<file path="src/rtl/spi_pin_ctrl_pkg.sv">
// Shared frame layout, opcodes and pulse-engine types for the SPI pin controller.
// Frame layout: [15:12] opcode, [11:8] reserved, [7:0] pin index.
package spi_pin_ctrl_pkg;

  localparam int FRAME_W = 16;
  localparam int IDX_W   = 8;
  localparam int OP_W    = 4;
  localparam int OP_MSB  = 15;
  localparam int OP_LSB  = 12;
  localparam int IDX_MSB = 7;
  localparam int CNT_W   = 24;

  localparam logic [OP_W-1:0] OP_NOP     = 4'd0;
  localparam logic [OP_W-1:0] OP_SET     = 4'd1;
  localparam logic [OP_W-1:0] OP_CLR     = 4'd2;
  localparam logic [OP_W-1:0] OP_TOGGLE  = 4'd3;
  localparam logic [OP_W-1:0] OP_PULSE   = 4'd4;
  localparam logic [OP_W-1:0] OP_ALL_CLR = 4'd5;

  typedef enum logic [0:0] {
    PULSE_IDLE   = 1'b0,
    PULSE_ACTIVE = 1'b1
  } pulse_state_e;

  function automatic logic opcode_known(input logic [OP_W-1:0] op);
    return (op <= OP_ALL_CLR);
  endfunction

  // Opcodes whose index field addresses a single pin and must be range checked.
  function automatic logic opcode_indexed(input logic [OP_W-1:0] op);
    return (op >= OP_SET) && (op <= OP_PULSE);
  endfunction

endpackage

</file>
<file path="src/rtl/spi_frame_rx.sv">
// SPI mode-0 frame receiver oversampled in the clk domain.
// Emits a one-cycle strobe with opcode and index for every complete 16-bit frame.
module spi_frame_rx
  import spi_pin_ctrl_pkg::*;
(
  input  logic             clk,
  input  logic             rst_n,
  input  logic             sclk,
  input  logic             cs_n,
  input  logic             mosi,
  output logic             frame_valid,
  output logic [OP_W-1:0]  frame_op,
  output logic [IDX_W-1:0] frame_idx
);

  localparam int                  BIT_CNT_W = $clog2(FRAME_W);
  localparam logic [BIT_CNT_W-1:0] BIT_LAST = BIT_CNT_W'(FRAME_W - 1);

  logic [1:0]             sclk_sync_r;
  logic [1:0]             cs_sync_r;
  logic [1:0]             mosi_sync_r;
  logic                   sclk_prev_r;
  logic [FRAME_W-2:0]     shift_r;
  logic [BIT_CNT_W-1:0]   bit_cnt_r;
  logic                   frame_valid_r;
  logic [OP_W-1:0]        frame_op_r;
  logic [IDX_W-1:0]       frame_idx_r;

  logic                   sclk_rise_s;
  logic                   cs_active_s;
  logic [FRAME_W-2:0]     shift_nxt_s;

  // Two-flop synchronisers plus a delayed sclk copy for rise detection.
  always_ff @(posedge clk or negedge rst_n) begin
    if (!rst_n) begin
      sclk_sync_r <= 2'b00;
      cs_sync_r   <= 2'b11;
      mosi_sync_r <= 2'b00;
      sclk_prev_r <= 1'b0;
    end else begin
      sclk_sync_r <= {sclk_sync_r[0], sclk};
      cs_sync_r   <= {cs_sync_r[0], cs_n};
      mosi_sync_r <= {mosi_sync_r[0], mosi};
      sclk_prev_r <= sclk_sync_r[1];
    end
  end

  // Only 15 bits are stored: the 16th bit of a frame is taken live from mosi.
  always_comb begin
    sclk_rise_s = sclk_sync_r[1] & ~sclk_prev_r;
    cs_active_s = ~cs_sync_r[1];
    shift_nxt_s = {shift_r[FRAME_W-3:0], mosi_sync_r[1]};
  end

  // Shift register, bit counter and frame strobe.
  always_ff @(posedge clk or negedge rst_n) begin
    if (!rst_n) begin
      shift_r       <= '0;
      bit_cnt_r     <= '0;
      frame_valid_r <= 1'b0;
      frame_op_r    <= OP_NOP;
      frame_idx_r   <= '0;
    end else begin
      frame_valid_r <= 1'b0;
      if (!cs_active_s) begin
        bit_cnt_r <= '0;
      end else if (sclk_rise_s) begin
        shift_r <= shift_nxt_s;
        if (bit_cnt_r == BIT_LAST) begin
          bit_cnt_r     <= '0;
          frame_valid_r <= 1'b1;
          frame_op_r    <= shift_r[OP_MSB-1:OP_LSB-1];
          frame_idx_r   <= {shift_r[IDX_MSB-1:0], mosi_sync_r[1]};
        end else begin
          bit_cnt_r <= bit_cnt_r + BIT_CNT_W'(1);
        end
      end
    end
  end

  assign frame_valid = frame_valid_r;
  assign frame_op    = frame_op_r;
  assign frame_idx   = frame_idx_r;

endmodule

</file>
<file path="src/rtl/spi_pin_ctrl.sv">
// SPI-commanded pin controller: decodes frames into SET/CLR/TOGGLE/PULSE/ALL_CLR
// on a registered pin vector, with a single-channel timed pulse engine.
module spi_pin_ctrl
  import spi_pin_ctrl_pkg::*;
#(
  parameter int NUM_PINS     = 64,
  parameter int PULSE_CYCLES = 1000
) (
  input  logic                clk,
  input  logic                rst_n,
  input  logic                sclk,
  input  logic                cs_n,
  input  logic                mosi,
  output logic [NUM_PINS-1:0] pins,
  output logic                cmd_done,
  output logic                cmd_err,
  output logic                pulse_busy
);

  localparam int               PIN_W        = (NUM_PINS > 1) ? $clog2(NUM_PINS) : 1;
  localparam logic [IDX_W:0]   NUM_PINS_W   = (IDX_W + 1)'(NUM_PINS);
  localparam logic [CNT_W-1:0] PULSE_RELOAD = CNT_W'(PULSE_CYCLES - 1);

  logic                frame_valid_s;
  logic [OP_W-1:0]     op_s;
  logic [IDX_W-1:0]    idx_s;

  logic [NUM_PINS-1:0] pins_r;
  pulse_state_e        state_r;
  logic [CNT_W-1:0]    cnt_r;
  logic [PIN_W-1:0]    pidx_r;
  logic                done_r;
  logic                err_r;
  logic                busy_r;

  logic                idx_in_range_s;
  logic                frame_ok_s;
  logic                apply_s;
  logic                reject_s;
  logic [OP_W-1:0]     op_eff_s;
  logic [PIN_W-1:0]    pin_sel_s;
  logic                pulse_hit_s;
  logic [NUM_PINS-1:0] pins_nxt_s;
  pulse_state_e        state_nxt_s;
  logic [CNT_W-1:0]    cnt_nxt_s;
  logic [PIN_W-1:0]    pidx_nxt_s;

  spi_frame_rx u_rx (
    .clk         (clk),
    .rst_n       (rst_n),
    .sclk        (sclk),
    .cs_n        (cs_n),
    .mosi        (mosi),
    .frame_valid (frame_valid_s),
    .frame_op    (op_s),
    .frame_idx   (idx_s)
  );

  // Frame validation; a rejected or absent frame decodes as NOP.
  always_comb begin
    idx_in_range_s = ({1'b0, idx_s} < NUM_PINS_W);
    frame_ok_s     = opcode_known(op_s) & (idx_in_range_s | ~opcode_indexed(op_s));
    apply_s        = frame_valid_s & frame_ok_s;
    reject_s       = frame_valid_s & ~frame_ok_s;
    op_eff_s       = apply_s ? op_s : OP_NOP;
    pin_sel_s      = idx_s[PIN_W-1:0];
    pulse_hit_s    = (state_r == PULSE_ACTIVE) && (pidx_r == pin_sel_s);
  end

  // Next pin/pulse state: timer expiry first, then the command overrides it.
  always_comb begin
    pins_nxt_s  = pins_r;
    state_nxt_s = state_r;
    cnt_nxt_s   = cnt_r;
    pidx_nxt_s  = pidx_r;

    if (state_r == PULSE_ACTIVE) begin
      if (cnt_r == '0) begin
        pins_nxt_s[pidx_r] = 1'b0;
        state_nxt_s        = PULSE_IDLE;
      end else begin
        cnt_nxt_s = cnt_r - CNT_W'(1);
      end
    end else begin
      cnt_nxt_s = cnt_r;
    end

    case (op_eff_s)
      OP_SET: begin
        pins_nxt_s[pin_sel_s] = 1'b1;
        state_nxt_s           = pulse_hit_s ? PULSE_IDLE : state_nxt_s;
      end
      OP_CLR: begin
        pins_nxt_s[pin_sel_s] = 1'b0;
        state_nxt_s           = pulse_hit_s ? PULSE_IDLE : state_nxt_s;
      end
      OP_TOGGLE: begin
        pins_nxt_s[pin_sel_s] = ~pins_r[pin_sel_s];
        state_nxt_s           = pulse_hit_s ? PULSE_IDLE : state_nxt_s;
      end
      OP_PULSE: begin
        // Release the previous pulse pin before driving the new one so a retrigger stays high.
        pins_nxt_s[pidx_r]    = (state_r == PULSE_ACTIVE) ? 1'b0 : pins_nxt_s[pidx_r];
        pins_nxt_s[pin_sel_s] = 1'b1;
        state_nxt_s           = PULSE_ACTIVE;
        cnt_nxt_s             = PULSE_RELOAD;
        pidx_nxt_s            = pin_sel_s;
      end
      OP_ALL_CLR: begin
        pins_nxt_s  = '0;
        state_nxt_s = PULSE_IDLE;
        cnt_nxt_s   = '0;
      end
      OP_NOP: begin
        pins_nxt_s = pins_nxt_s;
      end
      default: begin
        pins_nxt_s = pins_nxt_s;
      end
    endcase
  end

  // Pin register, pulse FSM state and status strobes.
  always_ff @(posedge clk or negedge rst_n) begin
    if (!rst_n) begin
      pins_r  <= '0;
      state_r <= PULSE_IDLE;
      cnt_r   <= '0;
      pidx_r  <= '0;
      done_r  <= 1'b0;
      err_r   <= 1'b0;
      busy_r  <= 1'b0;
    end else begin
      pins_r  <= pins_nxt_s;
      state_r <= state_nxt_s;
      cnt_r   <= cnt_nxt_s;
      pidx_r  <= pidx_nxt_s;
      done_r  <= apply_s;
      err_r   <= reject_s;
      busy_r  <= (state_nxt_s == PULSE_ACTIVE);
    end
  end

  assign pins       = pins_r;
  assign cmd_done   = done_r;
  assign cmd_err    = err_r;
  assign pulse_busy = busy_r;

endmodule

</file>
<file path="config.mk">
export PLATFORM = sky130hd
export DESIGN_NAME = spi_pin_ctrl
export DESIGN_NICKNAME = d
export VERILOG_FILES = /design/src/rtl/spi_pin_ctrl_pkg.sv /design/src/rtl/spi_frame_rx.sv /design/src/rtl/spi_pin_ctrl.sv
export SDC_FILE = /design/constraint.sdc
export NUM_CORES = 1
export LEC_CHECK = 0
export BUFFER_PORTS_ARGS = -buffer_cell sky130_fd_sc_hd__buf_2
export CAP_MARGIN = 20
export CORE_MARGIN = 2
export CORE_UTILIZATION = 45
export DETAILED_ROUTE_END_ITERATION = 10
export PLACE_DENSITY_LB_ADDON = 0.05
export SLEW_MARGIN = 20
export SYNTH_ARGS = -nofsm -noshare
export SYNTH_HDL_FRONTEND = slang
export SYNTH_HIERARCHICAL = 1
export SYNTH_SLANG_ARGS = --single-unit
</file>
<file path="constraint.sdc">
create_clock -name clk -period 2.6 [get_ports clk]
set_input_delay 0.39 -clock clk [delete_from_list [all_inputs] [get_ports clk]]
set_output_delay 0.39 -clock clk [all_outputs]
set_load 0.01 [all_outputs]
</file>
==> results.yml <==
sta:
  setup_violations: 62
  fmax_mhz: 346
  finClkSkew_ns: 0.0218
  worst_pin_slew_ns: 0.677
  rsz0062_at_grt: "true"
  slew_headroom_pct: 54.5
  period_needed_ns: 2.89
  finalCritPeriodShare_pct: 111
  slew_violations: 0
  tns_ns: -11.37
  setup_slack_ns: -0.289
  hold_viol_final: 0
global_routing:
  grt_usage_pct: 34.3
  grt_pass1_wl_mm: 63.3
  first_global_vias: 10600
  grt_max_degree: 62
  overflow: 0
  antenna_found_initial: 0
worst_hold_path:
  hold_path.class: "input port to flip-flop"
  hold_depth: 1
  hp-start: "cs_n"
logic_synthesis:
  seq_area_frac_synth_pct: 33.8
  synth.avg_cell_area_um2: 8.16
  synth_edf_count: 0
  syn-num-nets: 1242
  yosysUniqueCellTypes: 84
  ys.warnings.count: 6
  ys.flop_type: "dfrtp_1"
  synthArstFlopShare_pct: 100
  syn_inst: 1234
  synth-seq-cells: 136
  syn-cell-area_um2: 10100
pwr:
  ir_worst_vdd_mv: 0.338
  p_leak_uw: 0.00562
  powerDensity_nw_per_um2: 364
finish:
  instances_no_fill: 1726
  num-nets-final: 1441
  num_antenna_cells: 0
  drive_gt1_share_pct: 34.0
  final_area_um2: 13500
  final_util_pct: 61.5
  fillCellCount: 1968
  area_delta_synth_final_pct: 33.7
  layout.area.seq_um2: 3410
  multi_input_area_um2: 6560
critical_path:
  r2r_start: "cnt_r[21]"
  worst_setup_path_end_kind: "flip-flop"
  worstPathRequired_ns: 2.89
  max_stage_delay_ns: 0.54
  crit_type: "flip-flop to flip-flop"
  start_kind: "flip-flop"
  crit_fanout: 6
  path_cells: "or4_4, or4_4, buf_12, buf_4, nor3_4, o21ai_2, and4_4, buf_12, a31oi_4, a32oi_1"
  slowest_stage: "or4_4"
  startpoint: "cnt_r[21]"
  cp.arrival_ns: 3.18
  r2r_cells: 10
clocking:
  h-tree-depth: 4
  clock-sinks: 136
  cts_max_path_buffers: 2
  cts_buffers: 17
  clkTransAtPathRegs_ns: 0.08
  clk_latency_ns: 0.45
  cts_tree: "done"
  cts_root_buf: "clkbuf_16"
floorplanning:
  start_util_pct: 46.0
  rows: 54
  die_h_um: 154
  core_region_area_um2: 21900
  die_area_um2: 23600
  num_io_pins: 72
  die_width_um: 154
routing:
  routedWlPerCell_um: 24.1
  viasPerCell: 6.64
  wl_mm: 41.7
  vias: 11500
  ant_nets: 0
  drc: 0
  drtPass1Iterations: 7
  drtIter0Drc: 1479
placed_design:
  post-place-cells: 1671
  dp_hpwl_mm: 28.2
  place_area_um2: 12200
  port_buffers: 71
  gp_congestion: 0.996
flow_run:
  cap_violations: 0
run_status:
  violations: "setup timing"
  outcome: "complete, but fails checks"
==> flip-flops by register name, indices dropped and copies added, names as in the netlist <==
register	flops
u_rx/mosi_sync_r	2
u_rx/frame_idx	8
u_rx/cs_sync_r	2
cnt_r	24
cmd_err	1
u_rx/bit_cnt_r	4
pulse_busy	1
u_rx/sclk_prev_r	1
pidx_r	6
u_rx/shift_r	15
pins	64
u_rx/frame_op	4
cmd_done	1
u_rx/frame_valid	1
u_rx/sclk_sync_r	2
==> Yosys cell counts (19+ instances only) <==
cell	number	area, um2
dfrtp_1	134	3350
a311oi_1	24	210
a22oi_1	42	315
o21ai_0	74	370
clkbuf_1	93	349
mux2_2	29	327
o211ai_1	22	165
nand3_1	75	375
a31oi_1	32	200
buf_2	19	95.1
nor3_1	33	165
a32oi_1	20	175
a21oi_1	142	711
nand2_1	121	454
nor2_1	74	278
==> placed cells by master (no fill, tap or decap), types with 14 or more instances in the layout <==
cell type,instances
a21oi_1,130
nand3_2,20
nand2_1,117
xnor2_1,17
nor2_1,72
a32oi_1,19
o211ai_1,22
a311oi_1,22
buf_2,70
buf_12,16
dfrtp_1,132
mux2i_1,14
nor3_1,24
clkbuf_16,21
a31oi_1,30
nand3_1,55
mux2_2,29
o21ai_0,69
a22oi_1,39
buf_4,206
==> path summary, 6_finish.rpt <==
kind | to | slack [ns]
max | pins[51] | -0.29
min | u_rx/cs_sync_r[0] | 0.03
max reg2reg | pins[51] | -0.29
min reg2reg | u_rx/mosi_sync_r[1] | 0.35
max in group asynchronous | pins[13] | 1.48
min in group asynchronous | cnt_r[8] | 0.46
==> metal layers <==
| metal | global-route usage (%) | wire [um] | vias to the layer above |
|---|---|---|---|
| met4 | 15.4 | 2050 | 0 |
| met1 | 48.5 | 17200 | 5415 |
| li1 | - | - | 5069 |
| met3 | 7.89 | 4570 | 148 |
| met5 | 0 | 0 | - |
| met2 | 50.1 | 17800 | 828 |
==> power breakdown <==
part,internal [uW],switching [uW]
clock,1320,1230
sequential,2180,44.0
combinational,60.4,63.3
total,3560,1340
==> worst max-delay path, delay by kind of cell, from the launching register on <==
| kind | cells | cell delay (ns) |
|---|---|---|
| compound gates | 3 | 0.41 |
| buf+inv | 3 | 0.46 |
| flops | 1 | 0.38 |
| simple gates | 4 | 1.49 |
==> timing repair <==
item	CTS	global route
cloned	2	6
resized for setup	29	47
hold endpoints to repair	45	0
hold buffers	1	0
endpoints found under the setup margin	64	71
buffers inserted	5	10
pin swaps	23	18
==> area by class of cell <==
| type | instances | share of cell area (%) |
|---|---|---|
| sequential | 136 | 25.3 |
| clock buffer | 17 | 3.16 |
| timing repair buffer | 309 | 18.4 |
| multi-input combinational | 956 | 48.7 |
| clock inverter | 15 | 1.44 |
| inverter | 13 | 0.362 |
| tap | 280 | 2.60 |
==> through the flow <==
step | hold slack (ns) | worst slack (ns) | total power (uW)
floorplan | 0.0944 | -0.135 | 2320
global placement | 0.331 | -0.335 | 2390
detailed placement | 0.336 | -0.417 | 2400
CTS | 0.0294 | -0.224 | 4950
global route | 0.0239 | -0.336 | 5050
finish | 0.0333 | -0.289 | 4900
==> logic make-up after synthesis <==
kind of cell	count (synthesis)	synth area share, %
buf+inv	144	6.14
compound gates	438	28.1
fa+ha+maj	3	0.373
simple gates	428	22.1
mux	60	7.32
xor+xnor	25	2.17
flops	136	33.8
(Power assumes the default switching activity.)
